==> config.mk <==
export PLATFORM = sky130hd
export DESIGN_NAME = si_alien_field
export DESIGN_NICKNAME = d
export VERILOG_FILES = /design/src/rtl/si_alien_pkg.sv /design/src/rtl/si_tick_counter.sv /design/src/rtl/si_alien_field.sv
export SDC_FILE = /design/constraint.sdc
export NUM_CORES = 1
export LEC_CHECK = 0
export BUFFER_PORTS_ARGS = -buffer_cell sky130_fd_sc_hd__buf_2
export CAP_MARGIN = 20
export CORE_UTILIZATION = 50
export DETAILED_ROUTE_END_ITERATION = 8
export GPL_TIMING_DRIVEN = 0
export PLACE_DENSITY_LB_ADDON = 0.25
export RECOVER_POWER = 25
export REMOVE_ABC_BUFFERS = 1
export SLEW_MARGIN = 20
export SYNTH_ARGS = -nofsm -noshare
export SYNTH_HDL_FRONTEND = slang
export SYNTH_SLANG_ARGS = --single-unit
==> constraint.sdc <==
create_clock -name SI_ALIEN_FIELD_CLOCK_50 -period 9.2 [get_ports SI_ALIEN_FIELD_CLOCK_50]
set_clock_uncertainty 0.2 [all_clocks]
set_input_delay 1.38 -clock SI_ALIEN_FIELD_CLOCK_50 [delete_from_list [all_inputs] [get_ports SI_ALIEN_FIELD_CLOCK_50]]
set_output_delay 1.38 -clock SI_ALIEN_FIELD_CLOCK_50 [all_outputs]
set_load 0.005 [all_outputs]
==> src/rtl/si_alien_pkg.sv <==
// Shared types and constants for the alien-field controller.
package si_alien_pkg;

    localparam int unsigned ROW_W    = 8;
    localparam int unsigned NUM_ROWS = 7;
    localparam int unsigned SCORE_W  = 5;
    // Wide enough for the current score plus every alien hit in one cycle (31 + 56).
    localparam int unsigned SUM_W    = 7;

    typedef enum logic [2:0] {
        ST_IDLE = 3'd0,
        ST_LOAD = 3'd1,
        ST_PLAY = 3'd2,
        ST_WIN  = 3'd3,
        ST_LOSE = 3'd4
    } state_t;

    // Number of set bits in one matrix row.
    function automatic logic [3:0] popcount8(input logic [ROW_W-1:0] row);
        logic [3:0] n;
        n = 4'd0;
        for (int i = 0; i < int'(ROW_W); i++) begin
            n = n + 4'(row[i]);
        end
        return n;
    endfunction

endpackage

==> src/rtl/si_tick_counter.sv <==
// Formation-move prescaler: one-cycle tick every TICKS enabled clocks.
module si_tick_counter #(
    parameter int unsigned TICKS = 8
) (
    input  logic i_clk,
    input  logic i_rst,
    input  logic i_en,
    input  logic i_clr,
    output logic o_tick_c
);

    localparam int unsigned     CNT_W = (TICKS > 1) ? $clog2(TICKS) : 1;
    localparam logic [CNT_W-1:0] LAST = CNT_W'(TICKS - 1);

    logic [CNT_W-1:0] r_cnt;
    logic             w_wrap;

    assign w_wrap   = (r_cnt == LAST);
    assign o_tick_c = i_en & w_wrap & ~i_clr;

    // Count while enabled, wrap at TICKS-1, hold otherwise.
    always_ff @(posedge i_clk or posedge i_rst) begin
        if (i_rst) begin
            r_cnt <= '0;
        end else if (i_clr) begin
            r_cnt <= '0;
        end else if (i_en) begin
            r_cnt <= w_wrap ? '0 : r_cnt + CNT_W'(1);
        end
    end

endmodule

==> src/rtl/si_alien_field.sv <==
// Alien formation storage, bullet hit detection, march and game FSM.
// Optional horizontal march: define SI_ALIEN_FIELD_MARCH_EN.
module si_alien_field
    import si_alien_pkg::*;
#(
    parameter int unsigned      DESCENT_TICKS = 50_000_000,
    parameter logic [ROW_W-1:0] INIT_ROW7     = 8'h7E,
    parameter logic [ROW_W-1:0] INIT_ROW6     = 8'h3C
) (
    input  logic               SI_ALIEN_FIELD_CLOCK_50,
    input  logic               SI_ALIEN_FIELD_RESET_InHigh,
    input  logic               SI_ALIEN_FIELD_START_InLow,
    input  logic [ROW_W-1:0]   SI_ALIEN_FIELD_BULLET_FILA1,
    input  logic [ROW_W-1:0]   SI_ALIEN_FIELD_BULLET_FILA2,
    input  logic [ROW_W-1:0]   SI_ALIEN_FIELD_BULLET_FILA3,
    input  logic [ROW_W-1:0]   SI_ALIEN_FIELD_BULLET_FILA4,
    input  logic [ROW_W-1:0]   SI_ALIEN_FIELD_BULLET_FILA5,
    input  logic [ROW_W-1:0]   SI_ALIEN_FIELD_BULLET_FILA6,
    input  logic [ROW_W-1:0]   SI_ALIEN_FIELD_BULLET_FILA7,
    output logic [ROW_W-1:0]   SI_ALIEN_FIELD_FILA1,
    output logic [ROW_W-1:0]   SI_ALIEN_FIELD_FILA2,
    output logic [ROW_W-1:0]   SI_ALIEN_FIELD_FILA3,
    output logic [ROW_W-1:0]   SI_ALIEN_FIELD_FILA4,
    output logic [ROW_W-1:0]   SI_ALIEN_FIELD_FILA5,
    output logic [ROW_W-1:0]   SI_ALIEN_FIELD_FILA6,
    output logic [ROW_W-1:0]   SI_ALIEN_FIELD_FILA7,
    output logic               SI_ALIEN_FIELD_STATE_BULLET_OutLow,
    output logic [SCORE_W-1:0] SI_ALIEN_FIELD_SCORE,
    output logic               SI_ALIEN_FIELD_WIN,
    output logic               SI_ALIEN_FIELD_LOSE
);

    localparam logic [SCORE_W-1:0] SCORE_MAX = SCORE_W'((1 << SCORE_W) - 1);

    // Index 0 is row 1, index NUM_ROWS-1 is row 7.
    typedef logic [NUM_ROWS-1:0][ROW_W-1:0] rows_t;

    state_t             r_state;
    state_t             w_state_nxt;
    rows_t              r_rows;
    rows_t              w_rows_nxt;
    rows_t              w_rows_clr;
    rows_t              w_bullet;
    rows_t              w_hit;
    logic [SCORE_W-1:0] r_score;
    logic [SCORE_W-1:0] w_score_nxt;
    logic               r_bullet_n;
    logic               w_bullet_n_nxt;
    logic               r_win;
    logic               r_lose;
    logic [SUM_W-1:0]   w_hit_cnt;
    logic [SUM_W-1:0]   w_score_sum;
    logic               w_hit_any;
    logic               w_bus_empty;
    logic               w_tick;
    logic               w_cnt_en;
    logic               w_cnt_clr;
`ifdef SI_ALIEN_FIELD_MARCH_EN
    logic               r_dir;      // 0 = moving right (toward bit 0), 1 = left
    logic               w_dir_nxt;
    logic               w_col0;
    logic               w_col7;
`endif

    assign w_bullet = {SI_ALIEN_FIELD_BULLET_FILA7, SI_ALIEN_FIELD_BULLET_FILA6,
                       SI_ALIEN_FIELD_BULLET_FILA5, SI_ALIEN_FIELD_BULLET_FILA4,
                       SI_ALIEN_FIELD_BULLET_FILA3, SI_ALIEN_FIELD_BULLET_FILA2,
                       SI_ALIEN_FIELD_BULLET_FILA1};
    assign w_hit       = w_bullet & r_rows;
    assign w_hit_any   = |w_hit;
    assign w_bus_empty = ~|w_bullet;

    // Prescaler runs only in PLAY and restarts on every game load.
    assign w_cnt_en  = (r_state == ST_PLAY);
    assign w_cnt_clr = (r_state == ST_LOAD);

    si_tick_counter #(
        .TICKS (DESCENT_TICKS)
    ) u_tick (
        .i_clk    (SI_ALIEN_FIELD_CLOCK_50),
        .i_rst    (SI_ALIEN_FIELD_RESET_InHigh),
        .i_en     (w_cnt_en),
        .i_clr    (w_cnt_clr),
        .o_tick_c (w_tick)
    );

    // Total aliens struck this cycle and the saturating score candidate.
    always_comb begin
        w_hit_cnt = '0;
        for (int r = 0; r < int'(NUM_ROWS); r++) begin
            w_hit_cnt = w_hit_cnt + SUM_W'(popcount8(w_hit[r]));
        end
        w_score_sum = SUM_W'(r_score) + w_hit_cnt;
    end

`ifdef SI_ALIEN_FIELD_MARCH_EN
    // Edge columns occupied after the hit clear decide march versus descend.
    always_comb begin
        w_col0 = 1'b0;
        w_col7 = 1'b0;
        for (int r = 0; r < int'(NUM_ROWS); r++) begin
            w_col0 = w_col0 | w_rows_clr[r][0];
            w_col7 = w_col7 | w_rows_clr[r][ROW_W-1];
        end
    end
`endif

    // FSM state register.
    always_ff @(posedge SI_ALIEN_FIELD_CLOCK_50 or posedge SI_ALIEN_FIELD_RESET_InHigh) begin
        if (SI_ALIEN_FIELD_RESET_InHigh) begin
            r_state <= ST_IDLE;
        end else begin
            r_state <= w_state_nxt;
        end
    end

    // Next state plus next formation, score and bullet handshake.
    always_comb begin
        w_state_nxt    = r_state;
        w_rows_clr     = r_rows;
        w_rows_nxt     = r_rows;
        w_score_nxt    = r_score;
        w_bullet_n_nxt = r_bullet_n;
`ifdef SI_ALIEN_FIELD_MARCH_EN
        w_dir_nxt      = r_dir;
`endif

        // Consumed bullet is released once the shooter's bus is empty.
        if (!r_bullet_n && w_bus_empty) begin
            w_bullet_n_nxt = 1'b1;
        end

        case (r_state)
            ST_IDLE: begin
                if (!SI_ALIEN_FIELD_START_InLow) begin
                    w_state_nxt = ST_LOAD;
                end
            end

            ST_LOAD: begin
                w_rows_nxt             = '0;
                w_rows_nxt[NUM_ROWS-1] = INIT_ROW7;
                w_rows_nxt[NUM_ROWS-2] = INIT_ROW6;
                w_score_nxt            = '0;
                w_bullet_n_nxt         = 1'b1;
`ifdef SI_ALIEN_FIELD_MARCH_EN
                w_dir_nxt              = 1'b0;
`endif
                w_state_nxt            = ST_PLAY;
            end

            ST_PLAY: begin
                // Hits only count while the previous bullet is released.
                if (r_bullet_n && w_hit_any) begin
                    w_rows_clr     = r_rows & ~w_hit;
                    w_bullet_n_nxt = 1'b0;
                    if (w_score_sum > SUM_W'(SCORE_MAX)) begin
                        w_score_nxt = SCORE_MAX;
                    end else begin
                        w_score_nxt = w_score_sum[SCORE_W-1:0];
                    end
                end
                w_rows_nxt = w_rows_clr;

                // Move is applied to the already-cleared formation.
                if (w_tick) begin
`ifdef SI_ALIEN_FIELD_MARCH_EN
                    if ((!r_dir && w_col0) || (r_dir && w_col7)) begin
                        w_rows_nxt = {{ROW_W{1'b0}}, w_rows_clr[NUM_ROWS-1:1]};
                        w_dir_nxt  = ~r_dir;
                    end else begin
                        for (int r = 0; r < int'(NUM_ROWS); r++) begin
                            w_rows_nxt[r] = r_dir ? (w_rows_clr[r] << 1) : (w_rows_clr[r] >> 1);
                        end
                    end
`else
                    w_rows_nxt = {{ROW_W{1'b0}}, w_rows_clr[NUM_ROWS-1:1]};
`endif
                end

                // Terminal check on the formation committed by the previous update.
                if (r_rows == '0) begin
                    w_state_nxt = ST_WIN;
                end else if (r_rows[0] != '0) begin
                    w_state_nxt = ST_LOSE;
                end
            end

            ST_WIN, ST_LOSE: begin
                if (!SI_ALIEN_FIELD_START_InLow) begin
                    w_state_nxt = ST_LOAD;
                end
            end

            default: begin
                w_state_nxt = ST_IDLE;
            end
        endcase
    end

    // Registered formation, score, handshake and result flags.
    always_ff @(posedge SI_ALIEN_FIELD_CLOCK_50 or posedge SI_ALIEN_FIELD_RESET_InHigh) begin
        if (SI_ALIEN_FIELD_RESET_InHigh) begin
            r_rows     <= '0;
            r_score    <= '0;
            r_bullet_n <= 1'b1;
            r_win      <= 1'b0;
            r_lose     <= 1'b0;
`ifdef SI_ALIEN_FIELD_MARCH_EN
            r_dir      <= 1'b0;
`endif
        end else begin
            r_rows     <= w_rows_nxt;
            r_score    <= w_score_nxt;
            r_bullet_n <= w_bullet_n_nxt;
            r_win      <= (w_state_nxt == ST_WIN);
            r_lose     <= (w_state_nxt == ST_LOSE);
`ifdef SI_ALIEN_FIELD_MARCH_EN
            r_dir      <= w_dir_nxt;
`endif
        end
    end

    assign SI_ALIEN_FIELD_FILA1               = r_rows[0];
    assign SI_ALIEN_FIELD_FILA2               = r_rows[1];
    assign SI_ALIEN_FIELD_FILA3               = r_rows[2];
    assign SI_ALIEN_FIELD_FILA4               = r_rows[3];
    assign SI_ALIEN_FIELD_FILA5               = r_rows[4];
    assign SI_ALIEN_FIELD_FILA6               = r_rows[5];
    assign SI_ALIEN_FIELD_FILA7               = r_rows[6];
    assign SI_ALIEN_FIELD_STATE_BULLET_OutLow = r_bullet_n;
    assign SI_ALIEN_FIELD_SCORE               = r_score;
    assign SI_ALIEN_FIELD_WIN                 = r_win;
    assign SI_ALIEN_FIELD_LOSE                = r_lose;

endmodule
# == Yosys cells after proc, flatten, opt, wreduce, memory -nomap -nowiden ==
# Cells that the tools add are included.
# totals
wordCells,115
reg_bits,93
out_inout_bits,64
input_bits,59
# classes
n_eq_ne,9
bitwise,6
n_reduce_logical,13
order_cmp,1
addsub,57
muxes,16
# ops
op,n
adder 4 x 1 -> 4 bit,28
bitwise AND 56 bit,2
two-way mux 56 bit,2
one-hot mux 56 bit (2 select lines),1
OR reduction 56 bit,2
two-way mux 26 bit,3
logical NOT 56 bit,1
inverter 56 bit,1
adder 3 x 1 -> 4 bit,7
adder 26 x 1 -> 26 bit (second input constant),1
equality test 26 bit (second input constant),1
adder 2 x 1 -> 3 bit,7
adder 7 x 4 -> 7 bit,3
adder 1 x 1 -> 2 bit,7
two-way mux 5 bit,2
one-hot mux 5 bit (2 select lines),1
equality test 3 x 2 -> 1 bit (second input constant),3
two-way mux 3 bit,3
one-hot mux 3 bit (3 select lines),1
nonzero test 8 bit,1
adder 5 x 7 -> 7 bit,1
adder 6 x 4 -> 7 bit,1
> comparator 7 x 5 -> 1 bit (second input constant),1
adder 5 x 4 -> 6 bit,1
other kinds (15),21

# == Logic depth before layout (Yosys ltp) ==
# Gate-level depths: netlist of run 1.
# logic_depth
word_depth,19
mapped_depth,23
ltp_nobuf,23

# == By module ==
# From an unflattened synthesis of run 1, not the netlist that was laid out.
# hier_totals
cells_unflattened,781
hier_area_um2,7161.9
# by_module_without_submodules
mod,cells_per_inst,n_inst,area_each_um2,seq_area_each_um2
si_alien_field,621,1,5684.2,1677.9
si_tick_counter,160,1,1477.7,650.6

# == Worst setup path before layout of run 1 ==
# No wires, ideal clock.
# synth_path
path_kind,input port to flip-flop
startpoint,input port SI_ALIEN_FIELD_BULLET_FILA6[6]
endpoint,"register r_score[0], in the netlist SI_ALIEN_FIELD_SCORE[0]"
setup_time_ns,0.131
path_slack_ns,1.394
cell_stages,20
required_time_ns,8.869
arrival_time_ns,7.475
n_path_buf,0
path_cell_list,and2_1 fa_1 fa_1 inv_1 fa_1 fa_1 inv_1 fa_1 inv_1 fa_1 fa_1 fa_1 fa_1 fa_1 nand2b_1 a2111oi_0 a21boi_0 a211oi_1 nand2_1 a31oi_1
# synth_between
elab_chain_cells,10
elab_cells_between_ends,14
cone_classes,add/sub: 5; order compare: 1; eq/ne: 1; mux: 3; bitwise: 1; reduce/logical: 3
# synth_rtl
item,line,rtl
start: declaration,si_alien_field.sv:18,"input logic [ROW_W-1:0] SI_ALIEN_FIELD_BULLET_FILA6,"
bitwise AND 56 bit (*),si_alien_field.sv:69,assign w_hit = w_bullet & r_rows;
adder 4 x 1 -> 4 bit (2 in series),si_alien_pkg.sv:23,n = n + 4'(row[i]);
adder 7 x 4 -> 7 bit (2 in series),si_alien_field.sv:91,w_hit_cnt = w_hit_cnt + SUM_W'(popcount8(w_hit[r]));
adder 5 x 7 -> 7 bit,si_alien_field.sv:93,w_score_sum = SUM_W'(r_score) + w_hit_cnt;
> comparator 7 x 5 -> 1 bit,si_alien_field.sv:157,if (w_score_sum > SUM_W'(SCORE_MAX)) begin
two-way mux 5 bit,si_alien_field.sv:157,
two-way mux 5 bit,si_alien_field.sv:154,if (r_bullet_n && w_hit_any) begin
one-hot mux 5 bit (2 select lines),si_alien_field.sv:133,case (r_state)
end signal: assignment,si_alien_field.sv:214,r_score <= w_score_nxt;
end: declaration,si_alien_field.sv:45,logic [SCORE_W-1:0] r_score;
# Every way passes the cells marked *; elsewhere a longest branch is shown, timed or not. The select of a mux whose other input is x is not followed.
# A chain may end at the register's enable or synchronous reset.

# == Worst setup path in the final report of run 1 ==
# layout_path
startpoint,input port SI_ALIEN_FIELD_BULLET_FILA6[6]
endpoint,"register r_score[4], in the netlist SI_ALIEN_FIELD_SCORE[4]"
# Same word-level chain as after synthesis.

==> metrics, run 1 <==
outcome=finished with violations; failing checks=max-capacitance violations, max-slew violations; dominant synthesized flop cell=dfrtp_1; max cap viols=1; Final Util=between 60% and 70%; Sink Count=just over 90; nets@finish=~990; worst reg2reg setup slack=~1.8 ns; Worst-Margin Slew=4.28 ns; crit path max fanout=4; Crit Path Category=primary input to flop; post-layout min period=~8 ns; CTS tree=built; vias per cell=between 6 and 7; pin count of the biggest net entering global routing=79; hold depth=1; Final Hold Viols=0; Yosys top cell area share=32.9%; Starting Density=a little over half; Multi-input gate area=approximately 4200 µm²; top-count cell post-synth=nand2_1; biggest area consumer among synthesized cells=dfrtp_1; DRC viols=0; Post-Route WL=24,300 µm; DRC marker count from the first detailed-route iteration=between 1k and 1.5k; final period utilization=between 80% and 90%; Reg clk slew, reported paths=roughly 0.070 ns; slew margin rel.=-186%; final setup TNS=0 ns; synth cell count leaders=nand2_1, dfrtp_1, inv_1; Netlist cell types=64; Final Max Tran Viols=between 70 and 80; post-CTS sizing=0; top cells by area, synth=dfrtp_1, fa_1, nand2_1; H-tree levels=3; GRT Util Overall=between 30% and 40%; achievable frequency=124 MHz; Antenna Cells=0; DR vias=6,951; share of layout cells above drive strength 1=20.1%; detailed placement HPWL=around 19,000 µm; Ys Warns=0; CTS Hold Buffers Added=0; WL/cell=between 20 and 25 µm; FF-to-FF Start=SI_ALIEN_FIELD_FILA6[6]; post-synthesis sequential area ratio=between 30% and 40%; crit path capture type=flop; FF-to-FF path depth=20; unrepaired setup endpoints after global routing=no; storage element area=around 2300 µm²; clk_lat worst skew=roughly 0.35 ns; Gate Count Post-Synth=about 750; 1st-pass router iterations=5; # port buffers=122; Hold Crit Class=flop to flop; CORE AREA=approximately 13,000 µm²; ys async rst share=100%; EDFF count, synth=0; Worst R2R End=SI_ALIEN_FIELD_SCORE[4]; leakage=~0.0039 µW; end point of the worst hold path=u_tick.r_cnt[20]; Die ar.=14,500 µm²; Synth Area per Inst=between 9 and 10 µm²; area added between synthesis and finish=16.1%; vias in the first global route=6,723; Critical Path AT=between 8 and 9 ns; total CTS buffers=9; CP startpoint kind=primary input; Placer Congestion=between 0.9 and 1; Data required, critical path=slightly above 9 ns; hold_sp=u_tick.r_cnt[20]; FILL cells=~1.2k; total grt overflow=0; postcts setup bufs=0; Pwr Density=roughly 280 nW/µm²; global-route wire length before repair=roughly 38,000 µm; FP Rows=42; Mapped Area=around 7000 µm²; Ports=123; Die X=120 µm; CTS root buffer=clkbuf_16; number of synthesized register bits=93; Die Y=120 µm; final setup fails=0; peak supply drop=approximately 0.00032 V; CTS max path bufs=2; initial antenna violation count=0; Antenna Nets Post-Route=0
[how the worst max path moves through the flow]
stage | startpoint | endpoint | cells past startpoint
after detailed placement | SI_ALIEN_FIELD_BULLET_FILA6[6] | SI_ALIEN_FIELD_SCORE[4] | 21
after floorplan | SI_ALIEN_FIELD_BULLET_FILA6[6] | SI_ALIEN_FIELD_SCORE[0] | 20
after global routing | SI_ALIEN_FIELD_BULLET_FILA6[6] | SI_ALIEN_FIELD_SCORE[4] | 21
after global placement | SI_ALIEN_FIELD_BULLET_FILA7[5] | SI_ALIEN_FIELD_FILA3[7] | 7
final | SI_ALIEN_FIELD_BULLET_FILA6[6] | SI_ALIEN_FIELD_SCORE[4] | 21
after CTS | SI_ALIEN_FIELD_BULLET_FILA6[6] | SI_ALIEN_FIELD_SCORE[4] | 21
[cells by family (layout without fill, tap and decap cells)]
logic type,Yosys count,in the layout,synth area share [%]
xor+xnor,6,6,0.751
fa+ha+maj,72,72,18.2
simple gates,269,269,20.5
mux,5,5,0.787
compound gates,198,198,19.8
buf+inv,111,223,6.60
flops,93,93,33.3
[worst max-delay path, cell delays in order]
cell,delay [ns]
buf_2,0.14
and2_1,0.22
fa_1,0.53
fa_1,0.51
inv_1,0.05
fa_1,0.48
fa_1,0.58
inv_1,0.06
fa_1,0.49
inv_1,0.05
fa_1,0.46
fa_1,0.51
fa_1,0.52
fa_1,0.48
fa_1,0.42
nand2b_1,0.20
a2111oi_0,0.40
a21boi_0,0.23
a211oi_1,0.09
nand2_1,0.14
a31oi_1,0.11
[through the flow]
stage | instance area, µm² | hold slack, ns | total power, µW | instances | worst slack, ns
4_1_cts | 8150 | 0.285 | 2260 | 1042 | 1.13
5_1_grt | 8120 | 0.309 | 2440 | 1042 | 0.822
2_1_floorplan | 6810 | 0.240 | 1460 | 716 | 1.38
6_report | 8120 | 0.291 | 2260 | 1042 | 1.13
3_5_place_dp | 7880 | 0.269 | 1900 | 1026 | 0.786
3_3_place_gp | 7640 | 0.254 | 1800 | 1014 | 0.0600
[power by group]
group / switching [µW] / internal (µW) / leakage (µW)
Combinational: 835 / 546 / 0.00249
Clock: 166 / 191 / 0.000132
Sequential: 68.6 / 458 / 0.00124
[layout by cell type (no fill, tap or decap), drive strengths merged, types with 4 or more instances in the layout]
cell    synthesis  layout
a22oi           8       8
and4            6       6
o22ai           4       4
o21ai          43      43
nor3            6       6
nor2           16      16
mux2            4       4
nand2         130     130
clkbuf         23      12
inv            73      73
buf            15     133
nor4b           4       4
a31oi          42      42
a21oi          30      30
xnor2           4       4
nand3          21      21
fa             50      50
a31o            8       8
nand4          24      24
dfrtp          92      92
nor4           35      35
a21boi          4       4
a32o           35      35
and2           11      11
and3            4       4
ha             22      22
[cell type report]
type                       count  share of cell area (%)
clock inverter                 5                   0.416
tap                          176                    2.71
sequential                    93                    28.7
clock buffer                  11                    2.99
inverter                      73                    3.39
multi-input combinational    550                    52.1
timing repair buffer         134                    9.69
[metal layers]
layer | global-route usage (%) | up-vias | share of wire (%)
li1 | - | 2959 | -
met3 | 10.5 | 81 | 11
met1 | 46.0 | 3464 | 39
met4 | 11.3 | 0 | 3.4
met5 | 0 | - | 0
met2 | 53.4 | 447 | 46
[flip-flops by register name, summed over array words and instances, names as in the netlist]
register                            count
r_state                                 3
SI_ALIEN_FIELD_FILA2                    8
SI_ALIEN_FIELD_FILA5                    8
SI_ALIEN_FIELD_FILA4                    8
SI_ALIEN_FIELD_FILA7                    8
u_tick.r_cnt                           26
SI_ALIEN_FIELD_SCORE                    5
SI_ALIEN_FIELD_LOSE                     1
SI_ALIEN_FIELD_WIN                      1
SI_ALIEN_FIELD_STATE_BULLET_OutLow      1
SI_ALIEN_FIELD_FILA1                    8
SI_ALIEN_FIELD_FILA6                    8
SI_ALIEN_FIELD_FILA3                    8
Note: power is estimated with default switching activity, not from simulation.
==> inputs of run 2 (changes only) <==
clock period = 10.2 ns   (was 9.2 ns; I/O delays follow)
==> run 2 against run 1 <==
Effect of this change: the flow still finishes with violations (max-capacitance violations, max-slew violations); sequential share of layout area hardly changed; first-iteration DRC count fell by 0.30%; combinational power fell by 10%; clock power down 9.8%; hold slack stayed put; power is 9.9% lower; global-route usage stayed put; count of clock-buffer cells in the layout unchanged; non-clock buffer count is the same; sequential power fell by 9.7%; critical path type unchanged; largest power group unchanged.
==> metrics, run 2 (synthesis gave the netlist of run 1 again) <==
hold_sp=u_tick.r_cnt[20]; DRC viols=0; H-tree levels=3; crit path max fanout=4; Placer Congestion=roughly 0.97; crit path cell chain=buf_2 > and2_1 > fa_1 > fa_1 > inv_1 > fa_1 > fa_1 > inv_1 > fa_1 > inv_1 > fa_1 > fa_1 > fa_1 > fa_1 > fa_1 > nand2b_1 > a2111oi_0 > a21boi_0 > a211oi_1 > nand2_1 > a31oi_1; Buffers & Inverters on Critical Path=4; busiest layer in global routing=met2; Die Y=around 120 µm; max cap viols=1; Sink Count=between 90 and 100; Crit Path Category=primary input to flop; Design Power=a little over 2000 µW; max reg flops=26; cell count along the critical path=21; Power Internal=~1100 µW; Pwr Density=approximately 250 nW/µm²; final period utilization=roughly four fifths; Worst-Margin Slew=between 4 and 5 ns; failing checks=max-capacitance violations, max-slew violations; Critical Path AT=between 8 and 9 ns; vias per cell=6.68; final setup TNS=0 ns; leakage=roughly 0.0039 µW; post-layout min period=a little over 8 ns; GR met2 Demand/Resource=53.4%; area added between synthesis and finish=16.1%; clk_lat worst skew=0.35 ns; Die X=between 100 and 150 µm; CTS tree=built; Antenna Cells=0; postcts setup bufs=0; Switching Share=47.2%; CP max stage delay=around 0.58 ns; Gate power share=between 60% and 70%; Area after DPL=7880 µm²; vias in the first global route=just under 7k; most frequent cells in the layout=nand2_1, buf_2, dfrtp_1; Hold Crit Class=flop to flop; DRC marker count from the first detailed-route iteration=approximately 1,000; hold depth=1; total grt overflow=0; crit path capture type=flop; nets@finish=just under 1k; Data required, critical path=just over 10 ns; design area=8120 µm²; clock network power share=15.8%; Antenna Nets Post-Route=0; crit-path leading delay family=adder cells; DR vias=just under 7k; Sw Pwr=964 µW; Reg power frac=23.3%; pin count of the biggest net entering global routing=79; met1 usage=46.0%; CORE AREA=~13,000 µm²; Reg with most FFs=u_tick.r_cnt; Worst R2R End=SI_ALIEN_FIELD_SCORE[4]; end point of the worst hold path=u_tick.r_cnt[20]; # port buffers=~120; Ports=between 100 and 150; Post-Route WL=24,300 µm; Die ar.=14,500 µm²; total CTS buffers=9; peak supply drop=about 0.00029 V; worst reg2reg setup slack=around 2.8 ns; Final Max Tran Viols=between 70 and 80; post-CTS sizing=0; Starting Density=between 50% and 60%; Reg clk slew, reported paths=~0.07 ns; detailed placement HPWL=between 15,000 and 20,000 µm; FP Rows=42; WL/cell=roughly 23 µm; initial antenna violation count=0; 1st-pass router iterations=5; final setup fails=0; outcome=finished with violations; most common cell after layout, fill and taps aside=nand2_1; CTS Hold Buffers Added=0; Final Hold Viols=0; FF-to-FF path depth=20; CP startpoint kind=primary input; share of layout cells above drive strength 1=20.0%; GRT Util Overall=roughly a third; unrepaired setup endpoints after global routing=no; achievable frequency=around 120 MHz; GR Util met3=10.5%; Critical Path Most Common Cell=fa_1; CTS root buffer=clkbuf_16; CP max stage cell=fa_1; global-route wire length before repair=37,700 µm; FF-to-FF Start=SI_ALIEN_FIELD_FILA6[6]; CTS max path bufs=2; slew margin rel.=-187%
==> run 2: per-layer routing <==
metal  vias up  routed length, µm
li1       2961                  -
met1      3461               9550
met2       446              11200
met3        88               2650
met4         0                872
met5         -                  0
==> run 2: worst max path at each step <==
stage	to	from	slack, ns
floorplan	SI_ALIEN_FIELD_SCORE[0]	SI_ALIEN_FIELD_BULLET_FILA6[6]	2.23
global placement	SI_ALIEN_FIELD_FILA3[7]	SI_ALIEN_FIELD_BULLET_FILA7[5]	0.91
detailed placement	SI_ALIEN_FIELD_SCORE[4]	SI_ALIEN_FIELD_BULLET_FILA6[6]	1.64
CTS	SI_ALIEN_FIELD_SCORE[4]	SI_ALIEN_FIELD_BULLET_FILA6[6]	1.98
finish	SI_ALIEN_FIELD_SCORE[4]	SI_ALIEN_FIELD_BULLET_FILA6[6]	1.98
global route	SI_ALIEN_FIELD_SCORE[4]	SI_ALIEN_FIELD_BULLET_FILA6[6]	1.67
==> run 2: through the flow <==
step           utilization [%]  cells  hold WS (ns)  setup slack [ns]
4_1_cts                   60.6   1042         0.285              1.98
3_3_place_gp              56.8   1014         0.254             0.910
6_report                  60.4   1042         0.291              1.98
3_5_place_dp              58.5   1026         0.269              1.64
5_1_grt                   60.4   1042         0.309              1.67
2_1_floorplan                -    716         0.240              2.23
==> run 2: worst register-to-register path: cells and delay by family, from the launching register on <==
kind	cells	cell delay, ns
compound gates	4	0.83
fa+ha+maj	10	5.01
buf+inv	3	0.16
flops	1	0.47
simple gates	3	0.58
==> run 2: power by group through the flow <==
stage	clock [µW]	sequential, µW	combinational, µW
floorplan	0	460	857
global placement	0	476	1150
detailed placement	0	480	1230
CTS	322	473	1240
global route	340	479	1380
finish	322	475	1240
==> run 2: final cells by class <==
type,count,area [µm²]
multi-input cells,550,4240
flip-flops and latches,93,2330
inverters,73,275
fillers,1194,5330
clock buffers,11,243
well taps,176,220
repair buffers,134,786
clock inverters,5,33.8
==> inputs of run 3 (changes only) <==
clock period = 7.3 ns   (was 10.2 ns; I/O delays follow)
==> run 3 against run 2 <==
Effect of this change: sequential cell count did not move; largest power group unchanged; highest routed layer unchanged; hold slack got worse by 0.0038 ns; worst setup slack worse by 1.9 ns; clock power is 41% higher; count of clock-buffer cells in the layout did not move; via count increased by 0.35%; the run still ends with max-capacitance violations, max-slew violations left; power rose by 44%; final area up 2.5%; core utilization rose by 1.5 points; non-clock buffer count increased by 6.
==> metrics, run 3 (synthesis gave the netlist of run 1 again) <==
outcome=finished with violations; failing checks=max-capacitance violations, max-slew violations; max cap viols=1; global-route wire length before repair=approximately 38,000 µm; Post-Route WL=between 20,000 and 25,000 µm; post-layout min period=approximately 7.2 ns; slew margin rel.=-186%; leakage=just under 0.004 µW; Hold Crit Class=flop to flop; Sw Pwr=1400 µW; end point of the worst hold path=u_tick.r_cnt[20]; Antenna Nets Post-Route=0; met2 wire length=~11,000 µm; initial antenna violation count=0; Met1 Wirelength=a little under 10,000 µm; crit path max fanout=4; Pwr Density=353 nW/µm²; Final Util=between 60 and 70%; Non-Filler Instances=about 1.0k; clk_lat worst skew=roughly 0.35 ns; DP Worst Slack=-0.829 ns; crit path capture type=flop; Switching Share=47.6%; FP Rows=42; final setup TNS=0 ns; Die X=120 µm; Die ar.=between 10,000 and 15,000 µm²; vias in the first global route=between 6k and 7k; DR vias=6,980; final setup fails=0; WL/cell=approximately 23 µm; Starting Density=a little over half; worst reg2reg setup slack=~0.38 ns; Critical Path AT=a little over 7 ns; hold_sp=u_tick.r_cnt[20]; setup slack after layout=0.0505 ns; peak supply drop=0.000412 V; Reg power frac=22.6%; GRT Util Overall=about a third; Reg clk slew, reported paths=approximately 0.070 ns; Antenna Cells=0; Data required, critical path=between 7 and 8 ns; nets@finish=approximately 1,000; Reg with most FFs=u_tick.r_cnt; CTS max path bufs=2; CORE AREA=about 13,000 µm²; Power Internal=1540 µW; most common cell after layout, fill and taps aside=nand2_1; CTS tree=built; achievable frequency=138 MHz; Final Hold Viols=0; Worst R2R End=SI_ALIEN_FIELD_SCORE[2]; Top Metal Used=met4; vias per cell=~6.7; FF-to-FF Start=SI_ALIEN_FIELD_FILA6[2]; total CTS buffers=9; CTS root buffer=clkbuf_16; Gate power share=roughly 62%; hold depth=1; max reg flops=26; H-tree levels=3; Worst-Margin Slew=~4.3 ns; Ports=123; metal3 WL=roughly 2600 µm; most frequent cells in the layout=nand2_1, buf_2, dfrtp_1; Cells after DPL=1,026; 1st-pass router iterations=6; Final Max Tran Viols=79; hold_ws=0.287 ns; CP startpoint kind=primary input; area added between synthesis and finish=19.0%; Sink Count=93; DRC viols=0; total grt overflow=0; Crit Path Category=primary input to flop; DRC marker count from the first detailed-route iteration=1,007; final period utilization=between 90% and 100%; Die Y=roughly 120 µm; detailed placement HPWL=~19,000 µm; share of layout cells above drive strength 1=a little under a quarter; clock network power share=around 15%; pin count of the biggest net entering global routing=approximately 80; CTS Hold Buffers Added=0; # port buffers=122; FF-to-FF path depth=19; Placer Congestion=between 0.9 and 1; unrepaired setup endpoints after global routing=yes
-- run 3: cell types whose count changed in the layout (fill, tap and decap cells not counted), moves of 3 or more --
cell and delta:
buf_2 -10, nand2_4 +5, and2_4 +3, and2_1 -3, inv_1 -4, inv_2 +4
nand2_1 -13, nand2_2 +8, buf_4 +12
-- run 3: power by group through the flow --
stage	logic, µW	clock network (µW)	registers, µW
floorplan	1200	0	642
global placement	1600	0	666
detailed placement	1730	0	670
CTS	1790	450	662
global route	2020	475	672
finish	1820	453	665
-- run 3: routing by layer --
layer | vias up | GRT usage (%)
li1 | 2979 | -
met1 | 3503 | 46.0
met2 | 422 | 54.2
met3 | 76 | 10.3
met4 | 0 | 11.0
met5 | - | 0
-- run 3: area by class of cell --
type | instances | area (µm²)
Fill cell | 1177 | 5120
Inverter | 73 | 275
Timing Repair Buffer | 140 | 882
Clock inverter | 5 | 33.8
Clock buffer | 11 | 243
Multi-Input combinational cell | 550 | 4350
Tap cell | 176 | 220
Sequential cell | 93 | 2330
-- run 3: repair_timing --
action                                  CTS  global route
setup buffers                             2             4
endpoints found under the setup margin    5             5
gates cloned                              0             0
pin swaps                                18            10
gates resized for setup                  20            32
-- run 3: how the worst max path moves through the flow --
stage / start / end / slack [ns] / cells past startpoint
3_3_place_gp: SI_ALIEN_FIELD_BULLET_FILA7[5] / SI_ALIEN_FIELD_FILA3[7] / -1.55 / 7
6_report: SI_ALIEN_FIELD_BULLET_FILA3[6] / SI_ALIEN_FIELD_SCORE[2] / 0.05 / 20
2_1_floorplan: SI_ALIEN_FIELD_BULLET_FILA6[6] / SI_ALIEN_FIELD_SCORE[0] / -0.24 / 20
5_1_grt: SI_ALIEN_FIELD_BULLET_FILA6[6] / SI_ALIEN_FIELD_SCORE[4] / -0.18 / 21
4_1_cts: SI_ALIEN_FIELD_BULLET_FILA5[6] / SI_ALIEN_FIELD_SCORE[4] / -0.003 / 19
3_5_place_dp: SI_ALIEN_FIELD_BULLET_FILA6[6] / SI_ALIEN_FIELD_SCORE[4] / -0.83 / 21
-- run 3: critical path, cell delays in order --
cell and delay [ns]:
clkbuf_4 0.15, nand2_4 0.07, fa_1 0.47, fa_1 0.55
inv_1 0.05, fa_1 0.49, inv_1 0.05, fa_1 0.50
fa_1 0.59, fa_1 0.44, fa_1 0.53, fa_1 0.44
fa_2 0.41, fa_2 0.40, nand2b_4 0.17, a2111oi_4 0.27
a21boi_2 0.22, a211oi_2 0.08, a21oi_1 0.17, mux2i_1 0.09
-- run 3: per-stage QoR --
stage	area, µm²	total power [µW]
2_1_floorplan	6810	1840
3_3_place_gp	7640	2270
4_1_cts	8240	2900
3_5_place_dp	7880	2400
5_1_grt	8330	3160
6_report	8330	2940
